[config.mk]
export PLATFORM = sky130hd
export DESIGN_NAME = intr_ctrl
export DESIGN_NICKNAME = d
export VERILOG_FILES = /design/src/rtl/intr_pkg.sv /design/src/rtl/intr_timer.sv /design/src/rtl/intr_ctrl.sv
export SDC_FILE = /design/constraint.sdc
export NUM_CORES = 1
export LEC_CHECK = 0
export ABC_CLOCK_PERIOD_IN_PS = 3400
export CELL_PAD_IN_SITES_DETAIL_PLACEMENT = 0
export CELL_PAD_IN_SITES_GLOBAL_PLACEMENT = 1
export CORE_ASPECT_RATIO = 1.1
export CORE_UTILIZATION = 41
export DETAILED_ROUTE_END_ITERATION = 12
export PLACE_DENSITY = 0.82
export SLEW_MARGIN = 20
export SYNTH_ARGS = -nofsm -noshare
export SYNTH_HDL_FRONTEND = slang
export SYNTH_SLANG_ARGS = --single-unit
export TNS_END_PERCENT = 10
[constraint.sdc]
create_clock -name clk -period 3.4 [get_ports clk]
set_input_delay 0.34 -clock clk [delete_from_list [all_inputs] [get_ports clk]]
set_output_delay 0.34 -clock clk [all_outputs]
set_load 0.05 [all_outputs]
[src/rtl/intr_pkg.sv]
// intr_pkg -- shared definitions for the interrupt controller.
//   state_t        : request FSM encoding (IDLE / REQ)
//   prio_t         : result of the priority encoder (valid flag + index)
//   prio_enc()     : lowest-index-set-bit encoder over up to MAX_CH channels
//   VEC_BASE_DEF / VEC_STRIDE_DEF : default vector table placement
package intr_pkg;

    localparam int         MAX_CH         = 16;
    localparam int         IDX_W          = 4;
    localparam logic [9:0] VEC_BASE_DEF   = 10'h3C0;
    localparam int         VEC_STRIDE_DEF = 4;

    typedef enum logic {
        ST_IDLE = 1'b0,
        ST_REQ  = 1'b1
    } state_t;

    typedef struct packed {
        logic             valid;
        logic [IDX_W-1:0] idx;
    } prio_t;

    // Channel 0 is highest priority, so the lowest set bit wins. Scanning
    // from the top down lets the last hit (the lowest index) stick.
    function automatic prio_t prio_enc(input logic [MAX_CH-1:0] vec);
        prio_t r;
        r.valid = 1'b0;
        r.idx   = '0;
        for (int i = MAX_CH - 1; i >= 0; i--) begin
            if (vec[i]) begin
                r.valid = 1'b1;
                r.idx   = IDX_W'(i);
            end
        end
        return r;
    endfunction

endpackage

[src/rtl/intr_timer.sv]
// intr_timer -- periodic tick source for channel 0.
//   clk, reset     : clock, asynchronous active-low reset
//   timer_we       : write strobe for the reload value
//   timer_load     : reload value; 0 disables the timer
//   tick           : one-cycle pulse each time the count reaches 1
module intr_timer #(
    parameter int TIMER_W = 16
) (
    input  logic               clk,
    input  logic               reset,
    input  logic               timer_we,
    input  logic [TIMER_W-1:0] timer_load,
    output logic               tick
);

    logic [TIMER_W-1:0] reload;
    logic [TIMER_W-1:0] count;

    // The tick is asserted during the cycle the count sits at 1; the
    // controller samples it on the same edge that reloads the count, so the
    // period is exactly 'reload' cycles.
    assign tick = (reload != '0) && (count == TIMER_W'(1));

    always_ff @(posedge clk or negedge reset) begin
        if (!reset) begin
            reload <= '0;
            count  <= '0;
        end else if (timer_we) begin
            reload <= timer_load;
            count  <= timer_load;
        end else if (reload == '0) begin
            count  <= '0;
        end else if (count <= TIMER_W'(1)) begin
            // count==0 with a live reload cannot arise normally; treat it
            // like the terminal count so the timer never gets stuck.
            count  <= reload;
        end else begin
            count  <= count - TIMER_W'(1);
        end
    end

endmodule

[src/rtl/intr_ctrl.sv]
// intr_ctrl -- prioritised, nesting interrupt controller.
//   clk, reset       : clock, asynchronous active-low reset
//   irq_in           : external sources (edge or level per EDGE_MASK)
//   mask_we/wdata    : mask register write (1 = channel enabled)
//   timer_we/load    : periodic timer reload (0 = off); ticks into channel 0
//   ack              : CPU took the request and jumped to vec_addr
//   done             : CPU returned from the innermost handler
//   irq_req          : request to the CPU (high exactly in REQ)
//   vec_addr         : VEC_BASE + index*VEC_STRIDE while requesting, else 0
//   pending          : pending bits
//   in_service       : in-service bits (one per nested handler level)
module intr_ctrl
    import intr_pkg::*;
#(
    parameter int                N_CH       = 4,
    parameter int                ADDR_W     = 10,
    parameter logic [ADDR_W-1:0] VEC_BASE   = ADDR_W'(VEC_BASE_DEF),
    parameter int                VEC_STRIDE = VEC_STRIDE_DEF,
    parameter logic [N_CH-1:0]   EDGE_MASK  = '1,
    parameter int                TIMER_W    = 16
) (
    input  logic               clk,
    input  logic               reset,
    input  logic [N_CH-1:0]    irq_in,
    input  logic               mask_we,
    input  logic [N_CH-1:0]    mask_wdata,
    input  logic               timer_we,
    input  logic [TIMER_W-1:0] timer_load,
    input  logic               ack,
    input  logic               done,
    output logic               irq_req,
    output logic [ADDR_W-1:0]  vec_addr,
    output logic [N_CH-1:0]    pending,
    output logic [N_CH-1:0]    in_service
);

    state_t            state;
    logic [N_CH-1:0]   mask;
    logic [N_CH-1:0]   irq_prev;
    logic [N_CH-1:0]   cur_oh;      // one-hot of the latched channel

    logic              tick;
    logic [N_CH-1:0]   mask_next;
    logic [N_CH-1:0]   set_vec;
    logic [N_CH-1:0]   cand_oh;
    logic [N_CH-1:0]   done_clr;
    logic [N_CH-1:0]   ack_set;
    logic [N_CH-1:0]   pending_next;
    logic [N_CH-1:0]   in_service_next;
    logic [ADDR_W-1:0] vec_calc;
    prio_t             cand;
    prio_t             isv;
    logic              accept;
    logic              ack_take;
    logic              withdraw;

    intr_timer #(
        .TIMER_W (TIMER_W)
    ) u_timer (
        .clk        (clk),
        .reset      (reset),
        .timer_we   (timer_we),
        .timer_load (timer_load),
        .tick       (tick)
    );

    // Selection and withdrawal look at the mask value being written this
    // cycle, so masking the latched channel drops irq_req right after the
    // write edge and the FSM never latches a channel that is being disabled.
    assign mask_next = mask_we ? mask_wdata : mask;

    assign set_vec = (irq_in & ~irq_prev & EDGE_MASK)
                   | (irq_in & ~EDGE_MASK)
                   | N_CH'(tick);

    assign cand    = prio_enc(MAX_CH'(pending & mask_next));
    assign isv     = prio_enc(MAX_CH'(in_service));
    assign cand_oh = N_CH'(1) << cand.idx;

    // Strict nesting: only a channel more urgent than every active handler.
    assign accept  = cand.valid && (!isv.valid || (cand.idx < isv.idx));

    assign vec_calc = VEC_BASE + ADDR_W'(32'(cand.idx) * 32'(VEC_STRIDE));

    assign ack_take = (state == ST_REQ) && ack;
    assign withdraw = (state == ST_REQ) && ((cur_oh & pending & mask_next) == '0);

    // done retires the innermost (lowest-index) handler before ack adds the
    // new one, so a simultaneous pair swaps one level for another.
    assign done_clr = (done && isv.valid) ? (N_CH'(1) << isv.idx) : '0;
    assign ack_set  = {N_CH{ack_take}} & cur_oh;

    // A fresh set condition beats the ack clear on the same edge.
    assign pending_next    = (pending & ~ack_set) | set_vec;
    assign in_service_next = (in_service & ~done_clr) | ack_set;

    always_ff @(posedge clk or negedge reset) begin
        if (!reset) begin
            mask       <= '0;
            irq_prev   <= '0;
            pending    <= '0;
            in_service <= '0;
        end else begin
            if (mask_we)
                mask <= mask_wdata;
            irq_prev   <= irq_in;
            pending    <= pending_next;
            in_service <= in_service_next;
        end
    end

    always_ff @(posedge clk or negedge reset) begin
        if (!reset) begin
            state    <= ST_IDLE;
            irq_req  <= 1'b0;
            vec_addr <= '0;
            cur_oh   <= '0;
        end else begin
            case (state)
                ST_IDLE: begin
                    if (accept) begin
                        state    <= ST_REQ;
                        irq_req  <= 1'b1;
                        vec_addr <= vec_calc;
                        cur_oh   <= cand_oh;
                    end
                end
                ST_REQ: begin
                    // The latched channel holds until ack or withdrawal,
                    // even if something more urgent shows up meanwhile.
                    if (ack_take || withdraw) begin
                        state    <= ST_IDLE;
                        irq_req  <= 1'b0;
                        vec_addr <= '0;
                        cur_oh   <= '0;
                    end
                end
                default: begin
                    state    <= ST_IDLE;
                    irq_req  <= 1'b0;
                    vec_addr <= '0;
                    cur_oh   <= '0;
                end
            endcase
        end
    end

endmodule

### After elaboration in Yosys (flattened, before gate mapping)

Index checks and enable logic that the tools add are counted.

| cells by class | value |
|---|---|
| $add $sub $neg | 2 |
| order comparisons | 2 |
| eq/ne operators | 3 |
| shifts and indexed selects | 2 |
| mux-type cells | 37 |
| bitwise logic cells | 14 |
| reduce and logical (&&, ||, !) cells | 12 |

Operator list:

| cell | count |
|---|---|
| $mux W5 | 20 |
| $mux W16 | 3 |
| $and A4 B4 Y4 | 7 |
| $mux W10 | 2 |
| $pmux W10 S2 | 1 |
| $eq A16 B1 Y1 const B | 1 |
| $le A16 B1 Y1 const B | 1 |
| $logic_not A16 Y1 | 1 |
| $mux W4 | 4 |
| $reduce_bool A16 Y1 | 1 |
| $sub A16 B1 Y16 const B | 1 |
| $not A4 Y4 | 3 |
| $add A7 B7 Y8 const A | 1 |
| $or A4 B4 Y4 | 2 |
| $pmux W4 S2 | 1 |
| $shl A1 B4 Y4 const A | 2 |
| $logic_and A1 B1 Y1 | 5 |
| $logic_not A4 Y1 | 1 |
| $lt A4 B4 Y1 | 1 |
| $mux W1 | 4 |
| $or A4 B1 Y4 | 1 |
| $pmux W1 S2 | 2 |
| $logic_or A1 B1 Y1 | 2 |
| $ne A2 B1 Y1 const B | 1 |
| other kinds (4) | 4 |

| storage, ports and cells | value |
|---|---|
| register bits after elaboration | 64 |
| input port bits | 30 |
| output and inout bits | 19 |
| word-level logic and storage cells | 82 |

### Depth between registers and ports, before layout

Gate-level depths: netlist of the first run.

| logic depth | value |
|---|---|
| word-level depth | 20 |
| depth in mapped cells | 9 |
| depth with buffers taken out | 9 |

### By module

Synthesis of the first run repeated with hierarchy kept, for this count alone.

| second synthesis, totals | value |
|---|---|
| cell total of the unflattened synthesis | 316 |
| area, all modules | 2946.6 µm² |

Modules (own cells, without submodules):

| module | instances | cells each | area each (µm²) | sequential area each (µm²) |
|---|---|---|---|---|
| intr_timer | 1 | 196 | 1726.7 | 800.8 |
| intr_ctrl | 1 | 120 | 1219.9 | 600.6 |

### Worst setup path after synthesis of the first run

Ideal clock, no wire load.

| timing | value |
|---|---|
| path kind | flip-flop to flip-flop |
| start | register pending[1] |
| end | register cur_oh[0] |
| setup time | 0.125 ns |
| arrival | 2.314 ns |
| data required time | 3.275 ns |
| setup slack | 0.961 ns |
| cell stages (with the launch flop) | 9 |
| buffers on the path | 0 |
| clock period less this slack | 2.439 ns |
| path through | dfrtp_1 -> nand2_1 -> nand2_1 -> a21oi_1 -> ha_1 -> a21o_1 -> a41o_1 -> a41oi_2 -> mux2_2 |

| on the way | value |
|---|---|
| word-level cells in the longest chain between the ends | 8 |
| elaborated cells between the ends (all ways) | 17 |
| classes of those cells | order compare: 1; eq/ne: 2; shift: 1; mux: 4; bitwise: 3; reduce/logical: 6 |

Ends and longest elaborated chain:

| what | line | text |
|---|---|---|
| start: declaration | intr_ctrl.sv:33 | `output logic [N_CH-1:0] pending,` |
| start signal: assignment | intr_ctrl.sv:107 | `pending <= pending_next;` |
| $and A4 B4 Y4 | intr_ctrl.sv:76 | `assign cand = prio_enc(MAX_CH'(pending & mask_next));` |
| $mux W5 (2 in series) | intr_pkg.sv:30 | `if (vec[i]) begin` |
| $lt A4 B4 Y1 | intr_ctrl.sv:81 | `assign accept = cand.valid && (!isv.valid \|\| (cand.idx < isv.idx));` |
| $logic_or A1 B1 Y1 | intr_ctrl.sv:81 |  |
| $logic_and A1 B1 Y1 | intr_ctrl.sv:81 |  |
| $ne A2 B2 Y1 (no line) | -- |  |
| $reduce_and A2 Y1 (no line) | -- |  |
| end signal: assignment | intr_ctrl.sv:125 | `cur_oh <= cand_oh;` |
| end: declaration | intr_ctrl.sv:40 | `logic [N_CH-1:0] cur_oh;` |

Several ways; a longest one is shown, not always the timed one. The select of a mux whose other input is x is not followed.
A chain may end at the register's enable or synchronous reset.

### Final worst setup path of the first run

| timing | value |
|---|---|
| start | register u_timer.count[2] |
| end | register u_timer.count[10] |

| on the way | value |
|---|---|
| word-level cells in the longest chain between the ends | 4 |
| elaborated cells between the ends (all ways) | 5 |
| classes of those cells | add/sub: 1; order compare: 1; mux: 3 |

Ends and longest elaborated chain:

| what | line | text |
|---|---|---|
| start: declaration | intr_timer.sv:17 | `logic [TIMER_W-1:0] count;` |
| start signal: assignment | intr_timer.sv:30 | `count <= timer_load;` |
| start signal: assignment | intr_timer.sv:36 | `count <= reload;` |
| start signal: assignment | intr_timer.sv:38 | `count <= count - TIMER_W'(1);` |
| $sub A16 B1 Y16 / $le A16 B1 Y1 (equally long branches) | intr_timer.sv:38, intr_timer.sv:33 |  |
| $mux W16 (*) | intr_timer.sv:33 | `end else if (count <= TIMER_W'(1)) begin` |
| $mux W16 (*) | intr_timer.sv:31 | `end else if (reload == '0) begin` |
| $mux W16 (*) | intr_timer.sv:28 | `end else if (timer_we) begin` |

Mark *: on every way between the ends. The rest lies on a longest branch, timed or not.

==> results of run 1 <==
registers in the layout, indices dropped and copies added, names as in the netlist:
name            count
u_timer.count      16
u_timer.reload     16
cur_oh              4
in_service          4
irq_prev            4
mask                4
pending             4
vec_addr            3
state               1
metrics by stage:
stage / hold slack, ns / worst slack (ns)
global route: 0.0999 / 0.452
CTS: 0.0641 / 0.563
floorplan: 0.0444 / 0.961
detailed placement: 0.411 / 0.526
finish: 0.0443 / 0.565
global placement: 0.398 / 0.583
area by class of cell:
type	instances	area (um2)
well taps	82	103
multi-input cells	202	1270
flip-flops and latches	56	1400
clock inverters	2	35.0
inverters	16	60.1
repair buffers	48	465
fillers	619	3220
clock buffers	6	72.6
critical path, delay by kind of cell, from the launching register on:
| family | cells | cell delay, ns |
|---|---|---|
| flops | 1 | 0.45 |
| compound gates | 1 | 0.12 |
| simple gates | 4 | 2.12 |
metal layers:
layer | GRT usage [%] | wire length, um
met1 | 23.2 | 2710
met3 | 3.16 | 237
met5 | 0 | 0
met4 | 5.68 | 99
met2 | 33.3 | 3030
worst paths after layout:
check	to	depth (start not counted)
min	pending[3]	1
max in group asynchronous	vec_addr[2]	2
min reg2reg	pending[1]	1
max reg2reg	u_timer.count[10]	5
max	u_timer.count[10]	5
min in group clk	pending[1]	1
synthesized netlist by cell type, types with 2 or more instances:
master	number	area, um2
nand2_1	55	206
nand2b_1	2	12.5
nor3_1	7	35.0
buf_4	8	60.1
o211ai_2	5	62.6
nor4_1	8	50.1
mux2i_1	6	60.1
mux2_2	7	78.8
a21o_1	2	15.0
ha_1	3	37.5
dfrtp_1	56	1400
a41o_1	2	20.0
a22o_1	2	17.5
xor2_1	4	35.0
nor2b_1	2	12.5
inv_1	16	60.1
o21ai_0	20	100
a21oi_1	5	25.0
a32oi_1	4	35.0
or4_4	2	22.5
or3_1	2	12.5
and2_1	4	25.0
xnor2_1	7	61.3
clkbuf_1	6	22.5
nor2_1	9	33.8
o311ai_0	4	35.0
and3_1	3	18.8
or4_1	2	15.0
nand3_1	14	70.1
nand3_2	3	30.0
power groups by stage:
stage	logic, mW	clock network [mW]	registers (mW)
floorplan	0.456	0	0.964
global placement	0.763	0	0.876
detailed placement	0.769	0	0.880
CTS	0.772	0.443	0.867
global route	0.830	0.463	0.885
finish	0.766	0.431	0.866
cells by family (layout without fill, tap and decap cells):
kind of cell / after synthesis / count (layout) / synth area share (%)
flip-flops: 56 / 56 / 49.3
buffers and inverters: 33 / 72 / 6.25
XOR/XNOR: 11 / 11 / 3.39
adder cells (fa/ha/maj): 3 / 3 / 1.32
multiplexers: 13 / 13 / 4.89
AND/OR/NAND/NOR: 117 / 117 / 20.4
AO/OA/AOI/OAI: 54 / 54 / 14.3
other: 1 / 4 / 0.132
==> metrics.md, run 1 <==
| Metric | Value |
|---|---|
| Reg2reg setup slack | 0.57 ns |
| Clock-pin slew on the worst setup and hold paths | 0.10 ns |
| Starting DRT DRC Count | 85 |
| RSZ-0062 raised after global routing | no |
| Core ar. | 6630 um2 |
| Fin. Hold Viols | 0 |
| Initial Util | 42.9% |
| Async set-or-reset flop fraction in the synthesized netlist | 100% |
| End-of-flow core utilization | 51.4% |
| Global Route Usage Sum | 18.8% |
| Register share of total power | 42.0% |
| P_sw | 0.781 mW |
| Distinct cells, synth | 48 |
| Sequential fraction of the synthesis area | 49.3% |
| Post-CTS resize count | 0 |
| Total grt overflow | 0 |
| Vias in the first global route | 2186 |
| Share of power burned in combinational logic | 37.1% |
| Worst Hold Class | input port to asynchronous set/reset pin |
| EDFF count, synth | 0 |
| Post-synthesis cell count | 288 |
| Critical Path Source Type | flop |
| Clock latency on the worst-skew pair | 0.31 ns |
| Tot Pwr | 2.06 mW |
| FP Rows | 31 |
| Outcome | completed |
| Crit path DAT | 3.00 ns |
| Die area | 7270 um2 |
| Worst setup EP type | flop |
| Share of cells above drive strength 1 | 10.0% |
| Period utilisation layout | 83.4% |
| CTS Sinks | 56 |
| H-tree Lvls | 2 |
| Hold buffers post-CTS | 0 |
| Avg Synthesized Cell Area | 9.87 um2 |
| Commonest non-fill, non-tap cell in the layout | dfrtp_1 |
| Relative slew margins | 46.9% |
| Port bufs | 44 |
| Most frequent cells in the layout | 56 x dfrtp_1, 55 x nand2_1, 43 x clkdlybuf4s50_1, 20 x o21ai_0, 16 x inv_1 |
| Detailed Routing Iterations Pass 1 | 4 |
| Vias per Instance | 5.44 |
| Max Slew Vio Count | 0 |
| Worst reg2reg path startpoint | u_timer.count[2] |
| CP Class | flop to flop |
| Skew final | 0.0101 ns |
| Number of remaining DRC errors | 0 |
| Ys flop type | dfrtp_1 |
| Via count | 2241 |
| CTS max path bufs | 2 |
| TritonCTS Buffers | 5 |
| Clock power share | 20.9% |
| Crit-path slowest cell | or3_1 |
| Req. time, crit path | 3.57 ns |
| Post-Place Cells | 404 |
| Fin cells | 412 |
| Least-Margin Pin Slew | 0.796 ns |
| Seq cells post-synth | 56 |
| Post-CTS setup buffers | 0 |
| Fin nets | 362 |
| Tmin final | 2.83 ns |
| Critical path fanouts, max | 16 |
| First-pass GRT wire length | 10300 um |
| Synth-to-Final Area Change | 20.0% |
| Post-Synthesis Cell Area | 2840 um2 |
| Final wirelength | 6080 um |
| Lkg Pwr | 1.53 nW |
| Critical Path Source | u_timer.count[2] |
| # IOs | 49 |
| Power per cell area | 605 nW/um2 |
| CP peak stage delay | 0.71 ns |
| Final GP Congestion | 0.896 |
| Diode count | 0 |
| Final number of setup-violating endpoints | 0 |
| Critical-path cell list | or4_2, or4_4, or3_1, nand2_1, o221ai_2 |
| Root Buffer | clkbuf_8 |
| Placed cell areas | 3300 um2 |
| Final TNS setup | 0 ns |
| Max frequency | 353 MHz |
| Post-route antenna net violation count | 0 |
| CTS tree | yes |
| Count of warnings emitted by yosys | 0 |
| Chip height | 89.3 um |
| Switching part of the total power | 37.9% |
| Routed wire per std cell | 14.8 um |
| Antenna violations before repair | 0 |
| MaxCap Viol Count | 0 |
| Die X | 81.4 um |
| Dpl hpwl | 4530 um |
| Pin count of the biggest net entering global routing | 30 |
| VDD IR max | 0.000566 V |
| P_int | 1.28 mW |
| Design area | 3410 um2 |
(Power assumes the default switching activity.)
==> run 2: changes to the inputs <==
- ABC_CLOCK_PERIOD_IN_PS: 3400 -> 2800
- clock period: 3.4 -> 2.8 ns (I/O delays scaled with it)
==> metrics.md, run 2 (synthesis results as in run 1) <==
| Metric | Value |
|---|---|
| Outcome | completed |
| Post-route antenna net violation count | 0 |
| CP Class | flop to flop |
| # fillers | 624 |
| Critical-path cell list | or4_2, or4_4, or3_1, buf_4, nand2_1, o21ai_0 |
| CTS tree | yes |
| Chip height | 89.3 um |
| H-tree Lvls | 2 |
| Lkg Pwr | 1.56 nW |
| Relative slew margins | 48.4% |
| Commonest non-fill, non-tap cell in the layout | dfrtp_1 |
| Core ar. | 6630 um2 |
| MaxCap Viol Count | 0 |
| First-pass GRT wire length | 10600 um |
| Max frequency | 391 MHz |
| Critical Path Source Type | flop |
| CTS max path bufs | 2 |
| Dpl hpwl | 4700 um |
| Vias in the first global route | 2256 |
| Detailed Routing Iterations Pass 1 | 4 |
| Skew final | 0.0149 ns |
| Synth-to-Final Area Change | 21.7% |
| Final number of setup-violating endpoints | 0 |
| Final TNS setup | 0 ns |
| Post-CTS setup buffers | 0 |
| Worst setup EP type | flop |
| Power per cell area | 715 nW/um2 |
| # IOs | 49 |
| Crit Reg-Reg Endpoint | u_timer.count[12] |
| Period utilisation layout | 91.3% |
| FP Rows | 31 |
| Req. time, crit path | 3.00 ns |
| Diode count | 0 |
| Critical path fanouts, max | 10 |
| CP peak stage delay | 0.68 ns |
| Final wirelength | 6220 um |
| Global Route Usage Sum | 19.2% |
| Routed wire per std cell | 14.8 um |
| Clock-pin slew on the worst setup and hold paths | 0.11 ns |
| Reg2reg setup slack | 0.24 ns |
| TritonCTS Buffers | 5 |
| Hold buffers post-CTS | 0 |
| Clock latency on the worst-skew pair | 0.32 ns |
| Worst reg2reg path startpoint | u_timer.count[2] |
| Fin nets | 370 |
| Fin. Hold Viols | 0 |
| Root Buffer | clkbuf_8 |
| Crit-path slowest cell | or4_2 |
| RSZ-0062 raised after global routing | no |
| Initial Util | 42.9% |
| Die area | 7270 um2 |
| Most frequent cells in the layout | 56 x dfrtp_1, 55 x nand2_1, 43 x clkdlybuf4s50_1, 20 x o21ai_0, 16 x inv_1 |
| Port bufs | 44 |
| Worst Hold Class | input port to asynchronous set/reset pin |
| Worst Path Buf+Inv | 1 |
| Largest registers | u_timer.count: 16 flops, u_timer.reload: 16 flops |
| Total grt overflow | 0 |
| Antenna violations before repair | 0 |
| Starting DRT DRC Count | 105 |
| VDD IR max | 0.000569 V |
| Post-CTS resize count | 0 |
| Max Slew Vio Count | 0 |
| Share of cells above drive strength 1 | 12.1% |
| Final GP Congestion | 0.924 |
| Cells on worst reg2reg path | 6 |
| Tot Pwr | 2.47 mW |
| CTS Sinks | 56 |
| Pin count of the biggest net entering global routing | 35 |
| Vias per Instance | 5.47 |
| Least-Margin Pin Slew | 0.774 ns |
| CP top delay family | simple AND/OR/NAND/NOR gates |
| Tmin final | 2.56 ns |
| Number of remaining DRC errors | 0 |
| Die X | 81.4 um |
| Via count | 2296 |
| Crit path DAT | 2.75 ns |
-- run 2: cell types whose count changed in the layout (fill, tap and decap cells not counted), sizes merged --
cell / before / now
buf: 5 / 13
bufinv: 1 / 0
clkbuf: 6 / 7
clkinv: 1 / 0
clkinvlp: 0 / 1
-- run 2: worst register-to-register path: cells and delay by family, from the launching register on --
| family | cells | cell delay [ns] |
|---|---|---|
| flops | 1 | 0.44 |
| simple gates | 4 | 1.69 |
| compound gates | 1 | 0.11 |
| buf+inv | 1 | 0.20 |
-- run 2: metrics by stage --
| stage | setup WS (ns) | utilization [%] | cell area [um2] | hold slack (ns) | std cells |
|---|---|---|---|---|---|
| 2_1_floorplan | 0.361 | - | 2850 | -0.0156 | 291 |
| 3_3_place_gp | 0.146 | 50.7 | 3360 | 0.398 | 412 |
| 3_5_place_dp | 0.0879 | 50.7 | 3360 | 0.401 | 412 |
| 4_1_cts | 0.234 | 52.1 | 3460 | 0.0537 | 420 |
| 5_1_grt | 0.144 | 52.1 | 3460 | 0.0819 | 420 |
| 6_report | 0.243 | 52.1 | 3460 | 0.0225 | 420 |
-- run 2: worst max path at each step --
stage | depth (start not counted) | slack (ns) | startpoint | end
2_1_floorplan | 8 | 0.36 | pending[1] | cur_oh[0]
3_3_place_gp | 9 | 0.15 | mask_we | cur_oh[2]
3_5_place_dp | 9 | 0.09 | mask_we | cur_oh[3]
4_1_cts | 6 | 0.23 | u_timer.count[2] | u_timer.count[12]
5_1_grt | 6 | 0.14 | u_timer.count[2] | u_timer.count[6]
6_report | 6 | 0.24 | u_timer.count[2] | u_timer.count[12]
-- run 2: layer usage --
| layer | global-route usage [%] | vias up | wire [um] | share of wire (%) |
|---|---|---|---|---|
| met3 | 3.57 | 22 | 311 | 5.0 |
| met5 | 0 | - | 0 | 0 |
| li1 | - | 1108 | - | - |
| met2 | 31.7 | 72 | 3040 | 49 |
| met4 | 11.2 | 0 | 230 | 3.7 |
| met1 | 23.2 | 1094 | 2630 | 42 |
-- run 2: cell type report --
cell class / count / area [um2] / share of cell area [%]
flip-flops and latches: 56 / 1400 / 40.5
multi-input cells: 202 / 1270 / 36.9
repair buffers: 56 / 526 / 15.2
well taps: 82 / 103 / 2.97
clock buffers: 7 / 86.3 / 2.50
inverters: 16 / 60.1 / 1.74
clock inverters: 1 / 7.51 / 0.217
-- run 2: report_power, final --
| part | leakage (nW) | internal, mW | switching, mW |
|---|---|---|---|
| clock network | 0.0445 | 0.202 | 0.267 |
| logic | 0.839 | 0.378 | 0.573 |
| registers | 0.678 | 0.927 | 0.125 |
